$ cat src/rtl/array_reg_or_reduce_if.sv
// rtl/array_reg_or_reduce_if.sv - write port and flat/reduced read bus of the OR-reduced register array
interface array_reg_or_reduce_if #(
    parameter int ELEMENTS = 4,
    parameter int WIDTH    = 8
);
    localparam int IDX_W = (ELEMENTS > 1) ? $clog2(ELEMENTS) : 1;

    logic                      enable;
    logic [IDX_W-1:0]          index;
    logic [WIDTH-1:0]          element;
    logic [ELEMENTS*WIDTH-1:0] array;
    logic [WIDTH-1:0]          result;

    modport master (
        output enable,
        output index,
        output element,
        input  array,
        input  result
    );

    modport slave (
        input  enable,
        input  index,
        input  element,
        output array,
        output result
    );
endinterface

$ cat src/rtl/array_reg_or_reduce.sv
// rtl/array_reg_or_reduce.sv - indexed-write register array with combinational bitwise-OR reduction
module array_reg_storage #(
    parameter int ELEMENTS = 4,
    parameter int WIDTH    = 8,
    parameter int IDX_W    = 2
) (
    input  logic                      clock,
    input  logic                      clear_n,
    input  logic                      enable,
    input  logic [IDX_W-1:0]          index,
    input  logic [WIDTH-1:0]          element,
    output logic [ELEMENTS*WIDTH-1:0] array
);
    logic [WIDTH-1:0] words [ELEMENTS];

    // Per-word compare: an index >= ELEMENTS matches no word, so it never writes or aliases.
    always_ff @(posedge clock or negedge clear_n) begin
        if (!clear_n) begin
            for (int i = 0; i < ELEMENTS; i++) begin
                words[i] <= '0;
            end
        end else begin
            for (int i = 0; i < ELEMENTS; i++) begin
                if (enable && (index == IDX_W'(i))) begin
                    words[i] <= element;
                end
            end
        end
    end

    for (genvar g = 0; g < ELEMENTS; g++) begin : g_flat
        assign array[g*WIDTH +: WIDTH] = words[g];
    end
endmodule

module or_reduce #(
    parameter int SIZE  = 4,
    parameter int WIDTH = 8
) (
    input  logic [SIZE*WIDTH-1:0] flat,
    output logic [WIDTH-1:0]      result
);
    logic [WIDTH-1:0] acc;

    always_comb begin
        acc = '0;
        for (int i = 0; i < SIZE; i++) begin
            acc = acc | flat[i*WIDTH +: WIDTH];
        end
    end

    assign result = acc;
endmodule

module array_reg_or_reduce #(
    parameter int ELEMENTS = 4,
    parameter int WIDTH    = 8
) (
    input  logic                    clock,
    input  logic                    clear_n,
    array_reg_or_reduce_if.slave    bus
);
    localparam int IDX_W = (ELEMENTS > 1) ? $clog2(ELEMENTS) : 1;

    array_reg_storage #(
        .ELEMENTS (ELEMENTS),
        .WIDTH    (WIDTH),
        .IDX_W    (IDX_W)
    ) u_storage (
        .clock   (clock),
        .clear_n (clear_n),
        .enable  (bus.enable),
        .index   (bus.index),
        .element (bus.element),
        .array   (bus.array)
    );

    // Reduction reads the published bus so result tracks array with no extra state.
    or_reduce #(
        .SIZE  (ELEMENTS),
        .WIDTH (WIDTH)
    ) u_or_reduce (
        .flat   (bus.array),
        .result (bus.result)
    );
endmodule

$ cat src/flat_wrapper.sv
// flat-port wrapper written by rule: the top's interface ports become plain ports
module array_reg_or_reduce_flat 
#(
    parameter int ELEMENTS = 4,
    parameter int WIDTH    = 8
)
  (clock, clear_n, bus_enable, bus_index, bus_element, bus_array, bus_result);
  array_reg_or_reduce_if #(.ELEMENTS(ELEMENTS), .WIDTH(WIDTH)) bus_i ();
  input  logic clock;
  input  logic clear_n;
  input wire logic [$bits(bus_i.enable)-1:0] bus_enable;
  input wire logic [$bits(bus_i.index)-1:0] bus_index;
  input wire logic [$bits(bus_i.element)-1:0] bus_element;
  output wire logic [$bits(bus_i.array)-1:0] bus_array;
  output wire logic [$bits(bus_i.result)-1:0] bus_result;
  assign bus_i.enable = bus_enable;
  assign bus_i.index = bus_index;
  assign bus_i.element = bus_element;
  assign bus_array = bus_i.array;
  assign bus_result = bus_i.result;
  array_reg_or_reduce #(.ELEMENTS(ELEMENTS), .WIDTH(WIDTH)) u_core (.clock(clock), .clear_n(clear_n), .bus(bus_i));
endmodule
$ cat config.mk
export PLATFORM = sky130hd
export DESIGN_NAME = array_reg_or_reduce_flat
export DESIGN_NICKNAME = d
export VERILOG_FILES = /design/src/rtl/array_reg_or_reduce_if.sv /design/src/rtl/array_reg_or_reduce.sv /design/src/flat_wrapper.sv
export SDC_FILE = /design/constraint.sdc
export NUM_CORES = 1
export LEC_CHECK = 0
export BUFFER_PORTS_ARGS = -buffer_cell sky130_fd_sc_hd__buf_2
export CAP_MARGIN = 15
export CORE_MARGIN = 5
export CORE_UTILIZATION = 50
export DETAILED_ROUTE_END_ITERATION = 8
export PLACE_DENSITY = 0.9
export SLEW_MARGIN = 20
export SYNTH_ARGS = -nofsm -noshare
export SYNTH_HDL_FRONTEND = slang
export SYNTH_SLANG_ARGS = --single-unit
$ cat constraint.sdc
create_clock -name clock -period 1.4 [get_ports clock]
set_clock_uncertainty 0.05 [all_clocks]
set_input_delay 0.14 -clock clock [delete_from_list [all_inputs] [get_ports clock]]
set_output_delay 0.14 -clock clock [all_outputs]
set_load 0.05 [all_outputs]
==> metrics, run 1 <==
status finished with violations; violated checks negative setup slack; Register Area 821 um2; row count 18; final wirelength 4240 um; final-report hold violation count 0; setup ws final -0.257 ns; largest net degree at the start of global routing 33; Vias/cell 5.60; Mapped Area 0.00127 mm2; area growth from synthesis to layout 54.2%; Req. time, crit path 1.21 ns; Worst path slowest cell or4_4; GR Util met1 0.257; Synth Net Count 89; multi-input logic area 502 um2; sequential area share after synthesis 0.629; headroom to the max-slew limit 0.529; WS Path Type flip-flop to output port; Avg Inst Size Synth 16.7 um2; H-Tree Depth 2; Power, Total 3.61 mW; initial antenna violation count 0; share of cells above drive strength 1 0.892; drt wl/cell 22.7 um; # clock sinks 32; RSZ-0062 raised after global routing yes; Final Max Tran Viols 0; Switching Share 0.417; Clock Latency Late Sink 0.32 ns; CTS max path bufs 2; Startpoint Class flip-flop; Die H 60.4 um; die area 0.00365 mm2; cell taking the most area after synthesis dfrtp_1; CTS tree yes; max FFs per register 32; Post-route DRC 0; nets@finish 169; Net Sw Power 1.50 mW; Yosys Warn Count 0; Post-synth EDFFs 0; pre-CTS WS 0.0669 ns; Arr. time, crit path 1.47 ns; Final Setup Violations 9; DR vias 1047; Yosys reg bits 32; Netlist cell types 6; global-route wire length before repair 6110 um; hpwl dp 2160 um; Most used DFF post-synth dfrtp_1; gpl congestion 0.737; Routed Antenna Nets 0; fmax 604 MHz; class of the worst hold path primary input to flip-flop; ys async rst share 1.00; Root Buffer clkbuf_4; io pins 53; M2 GR Usage 0.397; Cells after Synth 76; Top Usage Layer GRT met2; met3 global-route usage 0.109; initial drt markers 25; Max-cap violations 0; Final period util 1.18; Clk pin slew, worst setup/hold paths 0.11 ns; Num CTS Buffers 5; internal power 2.10 mW; Clk pwr share 0.222; P per Cell Area 1840 mW/mm2; IO Port Bufs 52; area fraction of the dominant cell type after synthesis 0.629; Slowest Stage Delay on Critical Path 0.56 ns; Flop pwr share 0.349; Leakage Power 0.929 nW; CP endpoint kind output port; ranking of synthesized cells by area dfrtp_1 63%, mux2_2 28%, or4_1 4.7%; Starting Density 0.518; Worst Tran Pin Value 0.706 ns; CP cell instances or4_4 > buf_8; core area 0.00245 mm2; critical path peak fanout 2; Max IR drop VDD 1.48 mV; DR pass1 iterations 4; Die W 60.4 um; Gate power share 0.429; top post-synthesis cells by count 32 x dfrtp_1, 32 x mux2_2, 8 x or4_1, 2 x nand3b_2; GRT overflow 0; gr usage total 0.238; fin crit period 1.66 ns; # diodes 0; fillers 122; vias in the first global route 1157
## through the flow
step	TNS (ns)	hold slack (ns)	std cells	util	instance area [um2]
floorplan	0	-0.206	76	-	1320
global placement	0	0.153	159	0.663	1630
detailed placement	0	0.164	159	0.663	1630
CTS	-1.88	0.0253	183	0.784	1930
global route	-2.40	0.0269	187	0.799	1960
finish	-1.94	0.0458	187	0.799	1960
## repair_timing
| action | CTS | global route |
|---|---|---|
| buffers inserted | 15 | 4 |
| endpoints found under the hold margin | 32 | 0 |
| gates resized for setup | 24 | 3 |
| pin swaps | 6 | 3 |
| setup endpoints to repair | 8 | 8 |
| hold buffers | 1 | 0 |
## worst max-delay path: cells and delay by family (launching register included)
family / cells / cell delay [ns]
simple gates: 1 / 0.56
flops: 1 / 0.43
buf+inv: 1 / 0.17
## final cells by class
type / instances / area share
multi-input combinational: 44 / 0.256
timing repair buffer: 73 / 0.258
tap: 30 / 0.0191
sequential: 32 / 0.418
clock buffer: 7 / 0.0332
clock inverter: 1 / 0.0153
## per-layer routing
metal,share of wire,vias up
met5,0,-
met1,0.37,543
met2,0.53,50
li1,-,442
met3,0.074,12
met4,0.023,0
## power groups by stage
| stage | Combinational, mW | Sequential [mW] | Clock (mW) |
|---|---|---|---|
| CTS | 1.47 | 1.23 | 0.796 |
| floorplan | 0.321 | 1.88 | 0 |
| global placement | 1.24 | 1.25 | 0 |
| finish | 1.55 | 1.26 | 0.802 |
| global route | 1.60 | 1.28 | 0.869 |
| detailed placement | 1.26 | 1.27 | 0 |
## cells by family (layout without fill, tap and decap cells)
group	Yosys count	in the layout	share of synthesized area
muxes	32	32	0.283
DFF	32	32	0.629
buffers and inverters	0	81	0
and+or+nand+nor	12	12	0.0875
## worst paths after layout
kind | endpoint | depth (start not counted) | slack, ns | startpoint
max in group asynchronous | u_core.u_storage.array[7] | 2 | 0.43 | clear_n
min in group asynchronous | u_core.u_storage.array[21] | 2 | 0.36 | clear_n
worst max-delay path | bus_result[3] | 2 | -0.26 | u_core.u_storage.array[27]
worst max register to register | u_core.u_storage.array[5] | 3 | 0.28 | u_core.u_storage.array[5]
worst min register to register | u_core.u_storage.array[17] | 1 | 0.49 | u_core.u_storage.array[17]
worst min-delay path | u_core.u_storage.array[21] | 2 | 0.05 | bus_element[5]
## cell usage in the layout (no fill, tap or decap)
cell / synthesis / routed
buf_2: 0 / 43
buf_4: 0 / 20
buf_6: 0 / 1
buf_8: 0 / 8
bufinv_16: 0 / 1
clkbuf_4: 0 / 5
clkbuf_8: 0 / 2
dfrtp_1: 32 / 16
dfrtp_2: 0 / 16
dlygate4sd3_1: 0 / 1
mux2_2: 32 / 32
nand3_2: 1 / 1
nand3b_2: 2 / 2
nor3b_4: 1 / 1
or4_4: 0 / 8
No activity file was read; power rests on OpenSTA's default activity.
==> run 2: changes to the inputs <==
--- a/config.mk
+++ b/config.mk
@@ -7,10 +7,12 @@
 export LEC_CHECK = 0
 export BUFFER_PORTS_ARGS = -buffer_cell sky130_fd_sc_hd__buf_2
 export CAP_MARGIN = 15
+export CELL_PAD_IN_SITES_DETAIL_PLACEMENT = 0
+export CELL_PAD_IN_SITES_GLOBAL_PLACEMENT = 2
 export CORE_MARGIN = 5
-export CORE_UTILIZATION = 50
+export CORE_UTILIZATION = 33
 export DETAILED_ROUTE_END_ITERATION = 8
-export PLACE_DENSITY = 0.9
+export PLACE_DENSITY = 0.89
 export SLEW_MARGIN = 20
 export SYNTH_ARGS = -nofsm -noshare
 export SYNTH_HDL_FRONTEND = slang
==> metrics, run 2 (synthesis results as in run 1) <==
CTS max path bufs 2; H-Tree Depth 2; critical path peak fanout 2; DR vias 922; # clock sinks 32; vias in the first global route 944; initial antenna violation count 0; metal2 WL 1570 um; met3 wire length 227 um; Final period util 1.13; Clock Latency Late Sink 0.27 ns; fillers 357; io pins 53; Die W 72.1 um; IO Port Bufs 52; CTS tree yes; Startpoint Class flip-flop; initial drt markers 31; GRT overflow 0; Power, Total 3.28 mW; global-route wire length before repair 4720 um; hpwl dp 2200 um; row count 22; class of the worst hold path primary input to flip-flop; Top Layer Used met4; Root Buffer clkbuf_8; drt wl/cell 15.5 um; gpl congestion 0.678; WS Path Type flip-flop to output port; commonest non-fill, non-tap cells in the layout 44 x buf_2, 32 x mux2_2, 16 x dfrtp_2, 16 x dfrtp_1, 11 x buf_4; Final Setup Violations 8; Starting Density 0.345; # diodes 0; fin crit period 1.58 ns; Leakage Power 0.872 nW; violated checks negative setup slack; fmax 634 MHz; final core area utilization 0.513; headroom to the max-slew limit 0.739; Final Max Tran Viols 0; RSZ-0062 raised after global routing yes; most common cell after layout, fill and taps aside buf_2; setup ws final -0.178 ns; CP endpoint kind output port; wire length on met1 1190 um; die area 0.00520 mm2; final wirelength 3030 um; Req. time, crit path 1.21 ns; Worst Tran Pin Value 0.391 ns; Max-cap violations 0; Post-route DRC 0; Num CTS Buffers 5; final-report hold violation count 0; Routed Antenna Nets 0; share of cells above drive strength 1 0.872; Vias/cell 4.70; Max IR drop VDD 0.642 mV; area growth from synthesis to layout 48.8%; nets@finish 160; largest net degree at the start of global routing 33; Arr. time, crit path 1.39 ns; status finished with violations; gr usage total 0.119; pre-CTS WS 0.0580 ns; P per Cell Area 1730 mW/mm2; DR pass1 iterations 2; max FFs per register 32; Die H 72.1 um; core area 0.00369 mm2; Clk pin slew, worst setup/hold paths 0.06 ns
## run 2: critical path, cell delays in order (launching register included)
cell and delay [ns]:
dfrtp_2 0.40, or4_4 0.55, buf_8 0.17
## run 2: report_power, final
| group | internal (mW) | switching [mW] |
|---|---|---|
| clock network | 0.348 | 0.307 |
| registers | 1.12 | 0.119 |
| logic | 0.440 | 0.952 |
| total | 1.91 | 1.38 |
## run 2: layout make-up
type                    instances  area, um2  area share
well taps                      48       60.1      0.0317
clock inverters                 1       5.00     0.00264
clock buffers                   7       76.3      0.0403
flip-flops and latches         32        821       0.434
repair buffers                 64        429       0.227
multi-input cells              44        502       0.265
## run 2: timing repair
action | in CTS | in global routing
gates resized for setup | 23 | 0
cloned | 0 | 0
pin swaps | 4 | 0
endpoints found under the setup margin | 8 | 8
buffers inserted | 9 | 0
endpoints found under the hold margin | 32 | 0
hold buffers | 1 | 0
## run 2: through the flow
step	TNS [ns]	hold slack, ns	area, um2	cells
after floorplan	0	-0.206	1320	76
after global placement	0	0.127	1660	178
after detailed placement	0	0.129	1660	178
after CTS	-1.45	0.0793	1890	196
after global routing	-1.61	0.0802	1890	196
final	-1.34	0.0886	1890	196
## run 2: per-layer routing
layer | up-vias | global-route usage
met3 | 5 | 0.0429
met2 | 34 | 0.204
met5 | - | 0
li1 | 428 | -
met4 | 0 | 0.0564
met1 | 455 | 0.131
## run 2: worst paths after layout
check | endpoint | slack [ns] | cells after the start | from
worst min register to register | u_core.u_storage.array[31] | 0.48 | 1 | u_core.u_storage.array[31]
min in group asynchronous | u_core.u_storage.array[11] | 0.36 | 3 | clear_n
max in group asynchronous | u_core.u_storage.array[29] | 0.63 | 3 | clear_n
worst min-delay path | u_core.u_storage.array[18] | 0.09 | 2 | bus_element[2]
worst max register to register | u_core.u_storage.array[24] | 0.44 | 2 | u_core.u_storage.array[24]
worst max-delay path | bus_result[6] | -0.18 | 2 | u_core.u_storage.array[6]
